**src/rtl/phase_interval_meter_if.sv**
```systemverilog
// Result channel between the phase interval meter and its consumer.
// Ports (by modport):
//   master : drives meas_data, meas_lead, meas_timeout, meas_valid; samples meas_ready
//   slave  : samples the result fields and meas_valid; drives meas_ready
interface phase_interval_meter_if #(
   parameter int unsigned CNT_W = 16
);

   logic [CNT_W-1:0] meas_data;
   logic             meas_lead;
   logic             meas_timeout;
   logic             meas_valid;
   logic             meas_ready;

   modport master (
      output meas_data,
      output meas_lead,
      output meas_timeout,
      output meas_valid,
      input  meas_ready
   );

   modport slave (
      input  meas_data,
      input  meas_lead,
      input  meas_timeout,
      input  meas_valid,
      output meas_ready
   );

endinterface

```
**src/rtl/phase_interval_meter.sv**
```systemverilog
// Measures the number of clk cycles between a rising edge on ref_in and the
// next rising edge on sig_in (either may come first) and hands each result to
// downstream logic over a valid/ready channel.
// Ports:
//   clk      : measurement clock
//   rst_n    : asynchronous active-low reset
//   enable   : level-sensitive arm; dropping it mid-measurement aborts it
//   ref_in   : asynchronous reference input
//   sig_in   : asynchronous signal under test
//   busy     : high while counting or while a result waits for handshake
//   meas     : result channel (data, lead, timeout, valid / ready)
module phase_interval_meter #(
   parameter int unsigned CNT_W       = 16,
   parameter int unsigned SYNC_STAGES = 2,
   parameter int unsigned TIMEOUT     = 65535
) (
   input  logic                   clk,
   input  logic                   rst_n,
   input  logic                   enable,
   input  logic                   ref_in,
   input  logic                   sig_in,
   output logic                   busy,
   phase_interval_meter_if.master meas
);

   localparam longint unsigned CNT_MAX   = (64'(1) << CNT_W) - 64'(1);
   localparam logic [CNT_W-1:0] TIMEOUT_C = CNT_W'(TIMEOUT);

   // Parameter legality, caught at elaboration so the counter can never wrap.
   if (SYNC_STAGES < 2) begin : g_bad_sync
      $error("phase_interval_meter: SYNC_STAGES must be at least 2");
   end
   if ((TIMEOUT < 1) || (64'(TIMEOUT) > CNT_MAX)) begin : g_bad_timeout
      $error("phase_interval_meter: TIMEOUT must be in 1..2^CNT_W-1");
   end

   typedef enum logic [1:0] {
      S_IDLE  = 2'd0,
      S_COUNT = 2'd1,
      S_DONE  = 2'd2
   } state_t;

   // ------------------------------------------------------------------
   // Synchronizers and rising-edge detectors; both paths have equal depth
   // so the measured interval is preserved.
   // ------------------------------------------------------------------
   logic [SYNC_STAGES-1:0] ref_sync_q;
   logic [SYNC_STAGES-1:0] sig_sync_q;
   logic                   ref_prev_q;
   logic                   sig_prev_q;
   logic                   ref_e;
   logic                   sig_e;

   always_ff @(posedge clk or negedge rst_n) begin
      if (!rst_n) begin
         ref_sync_q <= '0;
         sig_sync_q <= '0;
         ref_prev_q <= 1'b0;
         sig_prev_q <= 1'b0;
      end else begin
         ref_sync_q <= {ref_sync_q[SYNC_STAGES-2:0], ref_in};
         sig_sync_q <= {sig_sync_q[SYNC_STAGES-2:0], sig_in};
         ref_prev_q <= ref_sync_q[SYNC_STAGES-1];
         sig_prev_q <= sig_sync_q[SYNC_STAGES-1];
      end
   end

   assign ref_e = ref_sync_q[SYNC_STAGES-1] & ~ref_prev_q;
   assign sig_e = sig_sync_q[SYNC_STAGES-1] & ~sig_prev_q;

   // ------------------------------------------------------------------
   // Measurement FSM: state and all output registers.
   // ------------------------------------------------------------------
   state_t           state_q;
   state_t           state_d;
   logic [CNT_W-1:0] cnt_q;
   logic [CNT_W-1:0] cnt_d;
   logic [CNT_W-1:0] cnt_inc;
   logic             lead_q;       // which edge opened the running measurement
   logic             lead_d;
   logic             close_e;
   logic [CNT_W-1:0] data_q;
   logic [CNT_W-1:0] data_d;
   logic             res_lead_q;
   logic             res_lead_d;
   logic             timeout_q;
   logic             timeout_d;
   logic             valid_q;
   logic             valid_d;
   logic             busy_q;
   logic             busy_d;

   always_ff @(posedge clk or negedge rst_n) begin
      if (!rst_n) begin
         state_q    <= S_IDLE;
         cnt_q      <= '0;
         lead_q     <= 1'b0;
         data_q     <= '0;
         res_lead_q <= 1'b0;
         timeout_q  <= 1'b0;
         valid_q    <= 1'b0;
         busy_q     <= 1'b0;
      end else begin
         state_q    <= state_d;
         cnt_q      <= cnt_d;
         lead_q     <= lead_d;
         data_q     <= data_d;
         res_lead_q <= res_lead_d;
         timeout_q  <= timeout_d;
         valid_q    <= valid_d;
         busy_q     <= busy_d;
      end
   end

   // The counter holds cycles-since-opening minus one, so cnt+1 is the interval.
   assign cnt_inc = cnt_q + CNT_W'(1);
   // Closing edge is the opposite input to the one that opened the measurement.
   assign close_e = lead_q ? ref_e : sig_e;

   // Next-state and next-output logic.
   always_comb begin
      state_d    = state_q;
      cnt_d      = cnt_q;
      lead_d     = lead_q;
      data_d     = data_q;
      res_lead_d = res_lead_q;
      timeout_d  = timeout_q;
      valid_d    = valid_q;

      case (state_q)
         S_IDLE: begin
            cnt_d = '0;
            if (enable) begin
               if (ref_e && sig_e) begin
                  // Coincident edges: zero interval, reported as ref-first.
                  state_d    = S_DONE;
                  data_d     = '0;
                  res_lead_d = 1'b0;
                  timeout_d  = 1'b0;
                  valid_d    = 1'b1;
               end else if (ref_e) begin
                  state_d = S_COUNT;
                  lead_d  = 1'b0;
               end else if (sig_e) begin
                  state_d = S_COUNT;
                  lead_d  = 1'b1;
               end
            end
         end

         S_COUNT: begin
            cnt_d = cnt_inc;
            if (!enable) begin
               state_d = S_IDLE;
               cnt_d   = '0;
            end else if (close_e) begin
               // Closing edge wins over a coincident repeat of the opening edge
               // and over a coincident timeout.
               state_d    = S_DONE;
               data_d     = cnt_inc;
               res_lead_d = lead_q;
               timeout_d  = 1'b0;
               valid_d    = 1'b1;
            end else if (cnt_inc == TIMEOUT_C) begin
               state_d    = S_DONE;
               data_d     = TIMEOUT_C;
               res_lead_d = lead_q;
               timeout_d  = 1'b1;
               valid_d    = 1'b1;
            end
         end

         S_DONE: begin
            // Edges and enable are ignored here; the result is held until taken.
            if (valid_q && meas.meas_ready) begin
               state_d = S_IDLE;
               valid_d = 1'b0;
            end
         end

         default: begin
            state_d = S_IDLE;
            valid_d = 1'b0;
         end
      endcase

      busy_d = (state_d != S_IDLE);
   end

   assign meas.meas_data    = data_q;
   assign meas.meas_lead    = res_lead_q;
   assign meas.meas_timeout = timeout_q;
   assign meas.meas_valid   = valid_q;
   assign busy              = busy_q;

endmodule
```
**src/flat_wrapper.sv**
```systemverilog
// flat-port wrapper written by rule: the top's interface ports become plain ports
module phase_interval_meter_flat 
#(
   parameter int unsigned CNT_W       = 16,
   parameter int unsigned SYNC_STAGES = 2,
   parameter int unsigned TIMEOUT     = 65535
)
  (clk, rst_n, enable, ref_in, sig_in, busy, meas_meas_data, meas_meas_lead, meas_meas_timeout, meas_meas_valid, meas_meas_ready);
  phase_interval_meter_if #(.CNT_W(CNT_W)) meas_i ();
  input  logic clk;
  input  logic rst_n;
  input  logic enable;
  input  logic ref_in;
  input  logic sig_in;
  output logic busy;
  output wire logic [$bits(meas_i.meas_data)-1:0] meas_meas_data;
  output wire logic [$bits(meas_i.meas_lead)-1:0] meas_meas_lead;
  output wire logic [$bits(meas_i.meas_timeout)-1:0] meas_meas_timeout;
  output wire logic [$bits(meas_i.meas_valid)-1:0] meas_meas_valid;
  input wire logic [$bits(meas_i.meas_ready)-1:0] meas_meas_ready;
  assign meas_meas_data = meas_i.meas_data;
  assign meas_meas_lead = meas_i.meas_lead;
  assign meas_meas_timeout = meas_i.meas_timeout;
  assign meas_meas_valid = meas_i.meas_valid;
  assign meas_i.meas_ready = meas_meas_ready;
  phase_interval_meter #(.CNT_W(CNT_W), .SYNC_STAGES(SYNC_STAGES), .TIMEOUT(TIMEOUT)) u_core (.clk(clk), .rst_n(rst_n), .enable(enable), .ref_in(ref_in), .sig_in(sig_in), .busy(busy), .meas(meas_i));
endmodule
```
**config.mk**
```make
export PLATFORM = sky130hd
export DESIGN_NAME = phase_interval_meter_flat
export DESIGN_NICKNAME = d
export VERILOG_FILES = /design/src/rtl/phase_interval_meter_if.sv /design/src/rtl/phase_interval_meter.sv /design/src/flat_wrapper.sv
export SDC_FILE = /design/constraint.sdc
export NUM_CORES = 1
export LEC_CHECK = 0
export ABC_AREA = 1
export CORE_ASPECT_RATIO = 1.75
export CORE_UTILIZATION = 25
export CTS_BUF_LIST = sky130_fd_sc_hd__clkbuf_8
export DETAILED_ROUTE_END_ITERATION = 10
export GPL_ROUTABILITY_DRIVEN = 1
export SKIP_LAST_GASP = 1
export SLEW_MARGIN = 20
export SYNTH_ARGS = -nofsm -noshare
export SYNTH_HDL_FRONTEND = slang
export SYNTH_SLANG_ARGS = --single-unit
```
**constraint.sdc**
```tcl
create_clock -name clk -period 4.7 [get_ports clk]
set_clock_uncertainty 0.05 [all_clocks]
set_input_delay 0.705 -clock clk [delete_from_list [all_inputs] [get_ports clk]]
set_output_delay 0.705 -clock clk [all_outputs]
set_load 0.005 [all_outputs]
```
---- Word-level counts from Yosys, hierarchy flattened ----
Index checks and enable logic that the tools add are counted.
storage, ports and cells
  register bits after elaboration ......... 45
  bits of input ports ..................... 6
  output and inout port bits .............. 20
  word-level logic and storage cells ...... 71
operators by class
  add/sub/neg operators ................... 1
  eq/ne operators ......................... 8
  multiplexer cells ....................... 36
  bitwise gates (word level) .............. 5
  reductions and logical operators ........ 9
operators with widths
  operator               count
  $mux 16                6
  $pmux 16 s2            2
  $add 16x1->16 const B  1
  $eq 16x16->1 const B   1
  $mux 1                 16
  $mux 2                 8
  $reduce_and 5->1       2
  $pmux 2 s3             1
  $reduce_bool 2->1      3
  $ne 2x1->1 const B     2
  $ne 2x2->1 const B     2
  $pmux 1 s2             2
  $reduce_and 4->1       1
  $ne 3x1->1 const B     1
  $not 1->1              3
  $pmux 1 s3             1
  $and 1x1->1            2
  $eq 2x1->1 const B     1
  $eq 2x2->1 const B     1
  $logic_and 1x1->1      2
  $logic_not 2->1        1

---- Longest topological paths before layout ----
Gate-level depths: netlist (run 1).
  word-level depth ........................ 8
  gate-level depth with buffers ........... 15
  gate-level depth less buffers ........... 14

---- Least setup slack after synthesis (run 1) ----
Ideal clock, no wire load.
  kind .................................... register -> register
  start ................................... register u_core.cnt_q[1]
  end ..................................... register u_core.timeout_q, in the netlist u_core.meas.meas_timeout
  arrival ................................. 1.775 ns
  setup slack ............................. 2.758 ns
  cell stages (with the launch flop) ...... 16
  path buffers ............................ 1
  clock period less this slack ............ 1.942 ns
  cell sequence ........................... dfrtp_1 ha_1 nand3_2 nor2_4 nand2_2 nand2_1 nand2_1 nor2_2 nand2_1 nor2_2 nand2_2 nand2_4 nand3_4 buf_6 nand2_1 nand2_1
on the way
  longest elaborated chain between the ends .. 4
ends and longest elaborated chain
  element                     line                         RTL
  start: declaration          phase_interval_meter.sv:76   logic [CNT_W-1:0] cnt_q;
  start signal: assignment    phase_interval_meter.sv:105  cnt_q <= cnt_d;
  $add 16x1->16               phase_interval_meter.sv:116  assign cnt_inc = cnt_q + CNT_W'(1);
  $eq 16x16->1                phase_interval_meter.sv:164  end else if (cnt_inc == TIMEOUT_C) begin
  $ne 3x1->1 (no line)        --
  $reduce_and 5->1 (no line)  --
  end signal: assignment      phase_interval_meter.sv:109  timeout_q <= timeout_d;
  end: declaration            phase_interval_meter.sv:86   logic timeout_q;
Every way passes these cells.
A chain may end at the register's enable or synchronous reset.

---- Final worst setup path (run 1) ----
  start ................................... register u_core.state_q[1]
  end ..................................... register u_core.data_q[0], in the netlist u_core.meas.meas_data[0]
on the way
  longest elaborated chain between the ends .. 3
ends and longest elaborated chain
  element                                               line                         RTL
  start: declaration                                    phase_interval_meter.sv:74   state_t state_q;
  start signal: assignment                              phase_interval_meter.sv:104  state_q <= state_d;
  $eq 2x1->1 / $logic_not 2->1 (equally long branches)  phase_interval_meter.sv:130  case (state_q)
  $ne 3x1->1 (no line), or another cell as far along    --
  $reduce_and 5->1 (no line)                            --
  end signal: assignment                                phase_interval_meter.sv:107  data_q <= data_d;
  end: declaration                                      phase_interval_meter.sv:82   logic [CNT_W-1:0] data_q;
Several ways; a longest one is shown, not always the timed one.

==> summary.md, run 1 <==
| Metric | Value |
|---|---|
| Leakage | 0.00137 uW |
| Hold buffers post-CTS | 0 |
| DR top layer | met4 |
| Final cell count without fillers | 481 |
| Drc violations | 0 |
| Distinct cells, synth | 24 |
| Setup CP Type | reg -> reg |
| Share of cells above drive strength 1 | 10.7% |
| Ratio of final minimum period to clock period | 56.9% |
| Final Power | 1220 uW |
| Commonest non-fill, non-tap cell in the layout | nand2_1 |
| Post-Syn Instances | 332 |
| CP delay by family, top | simple AND/OR/NAND/NOR gates |
| Tmin final | 2.67 ns |
| Initial drt markers | 101 |
| Slowest CP cell | nor2_1 |
| CTS max path bufs | 2 |
| CTS Sinks | 45 |
| Worst setup SP type | flip-flop |
| Gr ovfl total | 0 |
| Commonest cells after routing, fill and taps aside | nand2_1 (109), inv_1 (46), dfrtp_1 (45), clkdlybuf4s50_1 (24), nand4_1 (23) |
| Area growth syn-to-layout | 16.6% |
| RSZ-0062 raised after global routing | false |
| Yosys reg bits | 45 |
| # resized after CTS | 0 |
| Vias | 2191 |
| Power density cells | 416 mW/mm^2 |
| Tightest Hold Check Type | reg -> reg |
| Ports | 26 |
| Vias in the first global route | 2133 |
| Setup bufs post-CTS | 0 |
| Vias per cell | 4.56 |
| Hold Fails Final Rpt | 0 |
| Crit-path cells | nor2_1, inv_2, nor2_2, inv_2, nand2_2, nand3_4, nand2_1, nand2_1 |
| Max_slew headroom | 57.6% |
| Setup Viol. Count Final | 0 |
| Die area | 0.0105 sq mm |
| Initial antenna violation count | 0 |
| Routed Antenna Nets | 0 |
| WL met2 | 3160 um |
| Worst-Margin Slew | 0.634 ns |
| Int Pwr | 790 uW |
| ANT cells | 0 |
| # placed instances | 473 |
| H-tree Lvls | 2 |
| Combinational Power Share | 35.6% |
| Die Y | 135 um |
| First-pass iteration count of the detailed router | 5 |
| WP data arrival | 2.82 ns |
| Port-buffer cells | 25 |
| Worst setup EP type | flip-flop |
| Clk Latency, worst-skew pair | 0.31 ns |
| Pin count of the biggest net entering global routing | 46 |
| First-pass GRT wire length | 9830 um |
| TritonCTS buffer count | 5 |
| Final #Nets | 364 |
| Total wire length | 5690 um |
| Routed length on met3 | 134 um |
| Core area | 0.00979 sq mm |
| Avg WL per Cell | 11.8 um |
| CTS tree | yes |
| Req. time, crit path | 4.85 ns |
| Syn avg cell area | 7.57 sq um |
| Clock network fraction of total power | 19.7% |
| Post-Place Worst Slack | 1.97 ns |
| Setup TNS | 0 ns |
| Initial cell density of the core | 25.7% |
| Clock transition at path regs | 0.08 ns |
| Sequential area share after synthesis | 44.8% |
| Synthesized cell area | 0.00251 sq mm |
| Crit path max fanout | 19 |
| DIE WIDTH | 77.8 um |
| Post-route setup slack | 2.03 ns |
| Layout fillers | 1026 |
| Highest Clock Rate | 374 MHz |
| Global-route usage over all layers | 12.1% |
| Max Cap Viol | 0 |
| # rows | 48 |
| GP Congestion | 0.796 |
| VDD IR-drop max | 0.136 mV |
| Sequential power share | 44.7% |
| FF/Latch Area | 0.00113 sq mm |
| Synthesis warning total | 0 |
| CTS root buffer | clkbuf_8 |
| Slew Limit Fails | 0 |
| Post-DP HPWL | 4450 um |
| Crit path largest cell delay | 0.51 ns |
| Net Sw Power | 430 uW |
| Post-Route M1 WL | 2120 um |
| Post-Syn Nets | 341 |
| CP bufs+invs | 2 |
| Run status | completed |
| Area taken by multi-input logic gates | 0.00112 sq mm |
| Sw frac | 35.2% |
-- path summary, 6_finish.rpt --
path	endpoint	startpoint	cells after the start	slack [ns]
max	u_core.meas.meas_data[0]$_DFFE_PN0P_	u_core.state_q[1]$_DFF_PN0_	8	2.03
min	u_core.ref_sync_q[1]$_DFF_PN0_	u_core.ref_sync_q[0]$_DFF_PN0_	0	0.31
max reg2reg	u_core.meas.meas_data[0]$_DFFE_PN0P_	u_core.state_q[1]$_DFF_PN0_	8	2.03
min reg2reg	u_core.ref_sync_q[1]$_DFF_PN0_	u_core.ref_sync_q[0]$_DFF_PN0_	0	0.31
max in group asynchronous	u_core.meas.meas_data[0]$_DFFE_PN0P_	rst_n	1	3.88
min in group asynchronous	u_core.state_q[0]$_DFF_PN0_	rst_n	1	0.34
-- layout make-up --
| class | instances | share of cell area, % |
|---|---|---|
| tap | 125 | 5.34 |
| timing repair buffer | 26 | 8.71 |
| clock inverter | 3 | 0.640 |
| inverter | 49 | 6.28 |
| sequential | 45 | 38.4 |
| multi-input combinational | 228 | 38.3 |
| clock buffer | 5 | 2.35 |
-- per-stage QoR --
stage / hold slack [ns] / util (%) / instance area, sq um
after floorplan: 0.281 / - / 2510
after global placement: 0.283 / 29.0 / 2840
after detailed placement: 0.289 / 29.0 / 2840
after CTS: 0.312 / 29.9 / 2930
after global routing: 0.323 / 29.9 / 2930
final: 0.306 / 29.9 / 2930
-- synth_stat cells --
library cell	n	area share, %
nand2_1	109	16
dfrtp_1	45	45
inv_1	45	6.7
nand4_1	23	5.7
o21ai_0	18	3.6
nor2_1	16	2.4
nand3_1	13	2.6
nor2_2	10	2.5
a21oi_1	9	1.8
o22ai_1	9	2.2
nand2_2	8	2.0
buf_2	4	0.80
inv_2	4	0.60
clkbuf_1	3	0.45
ha_1	3	1.5
nor2_4	3	1.3
buf_12	2	1.6
nand3_2	2	0.80
a31oi_1	1	0.25
buf_6	1	0.45
nand2_4	1	0.45
nand3_4	1	0.70
o21ai_1	1	0.20
o21bai_1	1	0.30
-- power by group through the flow --
stage	clock network [uW]	registers [uW]	logic [uW]
floorplan	0	546	239
global placement	0	554	430
detailed placement	0	553	438
CTS	258	547	439
global route	269	560	489
finish	240	545	434
-- flip-flops by register name, indices dropped and copies added (netlist names) --
register	flops
u_core.cnt_q	16
u_core.meas.meas_data	16
u_core.ref_sync_q	2
u_core.sig_sync_q	2
u_core.state_q	2
u_core.busy	1
u_core.lead_q	1
u_core.meas.meas_lead	1
u_core.meas.meas_timeout	1
u_core.meas.meas_valid	1
u_core.ref_prev_q	1
u_core.sig_prev_q	1
-- cells by family (layout without fill, tap and decap cells) --
group                      Yosys count  count (layout)  share of synthesized area [%]
and+or+nand+nor                    186             186                           34.7
AOI/OAI and AO/OA                   39              39                           8.36
buffers and inverters               59              83                           10.6
adders and majority gates            3               3                           1.49
DFF                                 45              45                           44.8
-- per-layer routing --
layer  GRT usage [%]  up-vias
li1                -     1107
met2            22.6       46
met4            7.76        0
met3            1.76       21
met5               0        -
met1            12.3     1017
-- worst register-to-register path, stage by stage (launching register included) --
cell and delay, ns:
dfrtp_1 0.47, nor2_1 0.51, inv_2 0.24, nor2_2 0.36, inv_2 0.19, nand2_2 0.32, nand3_4 0.24, nand2_1 0.13
nand2_1 0.05
No activity file was read; power rests on OpenSTA's default activity.
==> run 2: changes to the inputs <==
- clock period: 4.7 -> 2.49 ns (I/O delays scaled with it)
==> run 2 against run 1 <==
Sequential cell count did not move. Cell count is 1.9% higher. Fmax is 22% higher. Combinational power grew 100%. Register-to-register slack got worse by 1.7 ns. Clock power is 130% higher. Sequential power up 89%. Routed wire length increased by 6.3%. Cell area is 3.8% higher. Sequential share of layout area down 1.4 points. Global-route usage up 0.19 points.
==> summary.md, run 2 (same netlist as run 1, synthesis figures left out) <==
| Metric | Value |
|---|---|
| Run status | completed |
| Crit path max fanout | 21 |
| Drc violations | 0 |
| Initial antenna violation count | 0 |
| H-tree Lvls | 2 |
| Port-buffer cells | 25 |
| Setup CP Type | reg -> reg |
| DIE WIDTH | 77.8 um |
| Post-Route M1 WL | 2190 um |
| Clock transition at path regs | 0.09 ns |
| Int Pwr | 1630 uW |
| Commonest non-fill, non-tap cell in the layout | nand2_1 |
| Layout fillers | 1024 |
| Setup Viol. Count Final | 0 |
| Slew Limit Fails | 0 |
| CTS max path bufs | 2 |
| Sw frac | 34.3% |
| Max_slew headroom | 78.7% |
| VDD IR-drop max | 0.347 mV |
| # rows | 48 |
| ANT cells | 0 |
| Area taken by multi-input logic gates | 0.00115 sq mm |
| Vias per cell | 4.53 |
| CTS root buffer | clkbuf_8 |
| CTS Sinks | 45 |
| Combinational Power Share | 35.7% |
| Clk Latency, worst-skew pair | 0.31 ns |
| CTS tree | yes |
| Ratio of final minimum period to clock period | 87.9% |
| Leakage | 0.00143 uW |
| Total wire length | 6050 um |
| RSZ-0062 raised after global routing | false |
| Worst setup SP type | flip-flop |
| Hold Fails Final Rpt | 0 |
| Commonest cells after routing, fill and taps aside | nand2_1 (109), inv_1 (46), dfrtp_1 (45), clkdlybuf4s50_1 (24), nand4_1 (23) |
| Die Y | 135 um |
| FF/Latch Area | 0.00113 sq mm |
| Share of cells above drive strength 1 | 12.6% |
| Gr ovfl total | 0 |
| GP Congestion | 0.814 |
| Highest Clock Rate | 457 MHz |
| Sequential power share | 41.8% |
| WP data arrival | 2.35 ns |
| Net Sw Power | 849 uW |
| Tightest Hold Check Type | reg -> reg |
| Final #Nets | 373 |
| Power density cells | 815 mW/mm^2 |
| Ports | 26 |
| Final Instance Area | 0.00304 sq mm |
| Max Cap Viol | 0 |
| Vias | 2222 |
| Pin count of the biggest net entering global routing | 26 |
| Setup TNS | 0 ns |
| First-pass GRT wire length | 10000 um |
| Clock network fraction of total power | 22.5% |
| Avg WL per Cell | 12.4 um |
| Core area | 0.00979 sq mm |
| Worst-Margin Slew | 0.320 ns |
| Routed length on met3 | 153 um |
| TritonCTS buffer count | 5 |
| Initial cell density of the core | 25.7% |
| Initial drt markers | 131 |
| Global-route usage over all layers | 12.3% |
| Routed Antenna Nets | 0 |
| DR top layer | met4 |
| Die area | 0.0105 sq mm |
| Post-DP HPWL | 4710 um |
| DP Area | 0.00289 sq mm |
| Req. time, crit path | 2.65 ns |
| Worst setup EP type | flip-flop |
| Vias in the first global route | 2211 |
| Tmin final | 2.19 ns |
| WL met2 | 3520 um |
| First-pass iteration count of the detailed router | 4 |
| Area growth syn-to-layout | 21.0% |
run 2: cell types whose count changed in the layout (fill, tap and decap cells not counted):
cell	before	now
buf_4	2	8
clkinvlp_4	2	0
nand3_4	1	2
dlygate4sd3_1	0	1
bufinv_16	0	1
nand2_8	0	1
clkinv_4	0	1
nand2_4	1	0
buf_2	0	1
run 2: routing by layer:
layer,track usage [%],up-vias
li1,-,1127
met1,12.1,1025
met2,23.7,55
met3,1.49,15
met4,7.76,0
met5,0,-
run 2: layout make-up:
cell class / instances / area share [%]
Timing Repair Buffer: 34 / 10.4
Sequential cell: 45 / 37.0
Multi-Input combinational cell: 229 / 37.7
Inverter: 49 / 6.05
Tap cell: 125 / 5.14
Clock inverter: 3 / 1.40
Clock buffer: 5 / 2.26
run 2: path summary, 6_finish.rpt:
kind	from	to	slack [ns]	cells past startpoint
hold / removal	u_core.sig_sync_q[0]$_DFF_PN0_	u_core.sig_sync_q[1]$_DFF_PN0_	0.31	0
max in group asynchronous	rst_n	u_core.meas.meas_data[4]$_DFFE_PN0P_	1.61	3
hold reg to reg	u_core.sig_sync_q[0]$_DFF_PN0_	u_core.sig_sync_q[1]$_DFF_PN0_	0.31	0
setup reg to reg	u_core.cnt_q[1]$_DFFE_PN0P_	u_core.meas.meas_data[6]$_DFFE_PN0P_	0.30	14
min in group asynchronous	rst_n	u_core.lead_q$_DFFE_PN0P_	0.52	3
setup / recovery	u_core.cnt_q[1]$_DFFE_PN0P_	u_core.meas.meas_data[6]$_DFFE_PN0P_	0.30	14
run 2: critical path, cell delays in order, from the launching register on:
cell and delay [ns]:
dfrtp_1 0.43, ha_1 0.26, nand3_2 0.13, nor2_4 0.19
nand2_2 0.06, nand2_1 0.10, nand2_1 0.07, nor2_2 0.08
nand2_1 0.06, nor2_2 0.09, nand2_2 0.11, nand2_8 0.15
nand3_4 0.16, nand2_1 0.11, nand2_1 0.05
run 2: power groups by stage:
| stage | registers (uW) | logic, uW | clock network [uW] |
|---|---|---|---|
| 2_1_floorplan | 1030 | 450 | 0 |
| 3_3_place_gp | 1050 | 865 | 0 |
| 3_5_place_dp | 1050 | 874 | 0 |
| 4_1_cts | 1040 | 877 | 577 |
| 5_1_grt | 1050 | 990 | 603 |
| 6_report | 1030 | 885 | 558 |
run 2: what timing repair did:
item / CTS / global route
hold endpoints to repair: 20 / 0
hold buffers: 1 / 0
setup endpoints to repair: 0 / 18
resized for setup: 0 / 2
setup buffers: 0 / 0
run 2: per-stage QoR:
step           util (%)  total power [uW]  worst slack [ns]  hold WS (ns)  std cells
2_1_floorplan         -              1480             0.548        0.0279        332
3_3_place_gp       29.6              1910             0.275         0.282        480
3_5_place_dp       29.6              1920             0.223         0.289        480
4_1_cts            30.8              2490             0.196         0.309        489
5_1_grt            31.1              2650            0.0342         0.316        490
6_report           31.1              2480             0.301         0.306        490
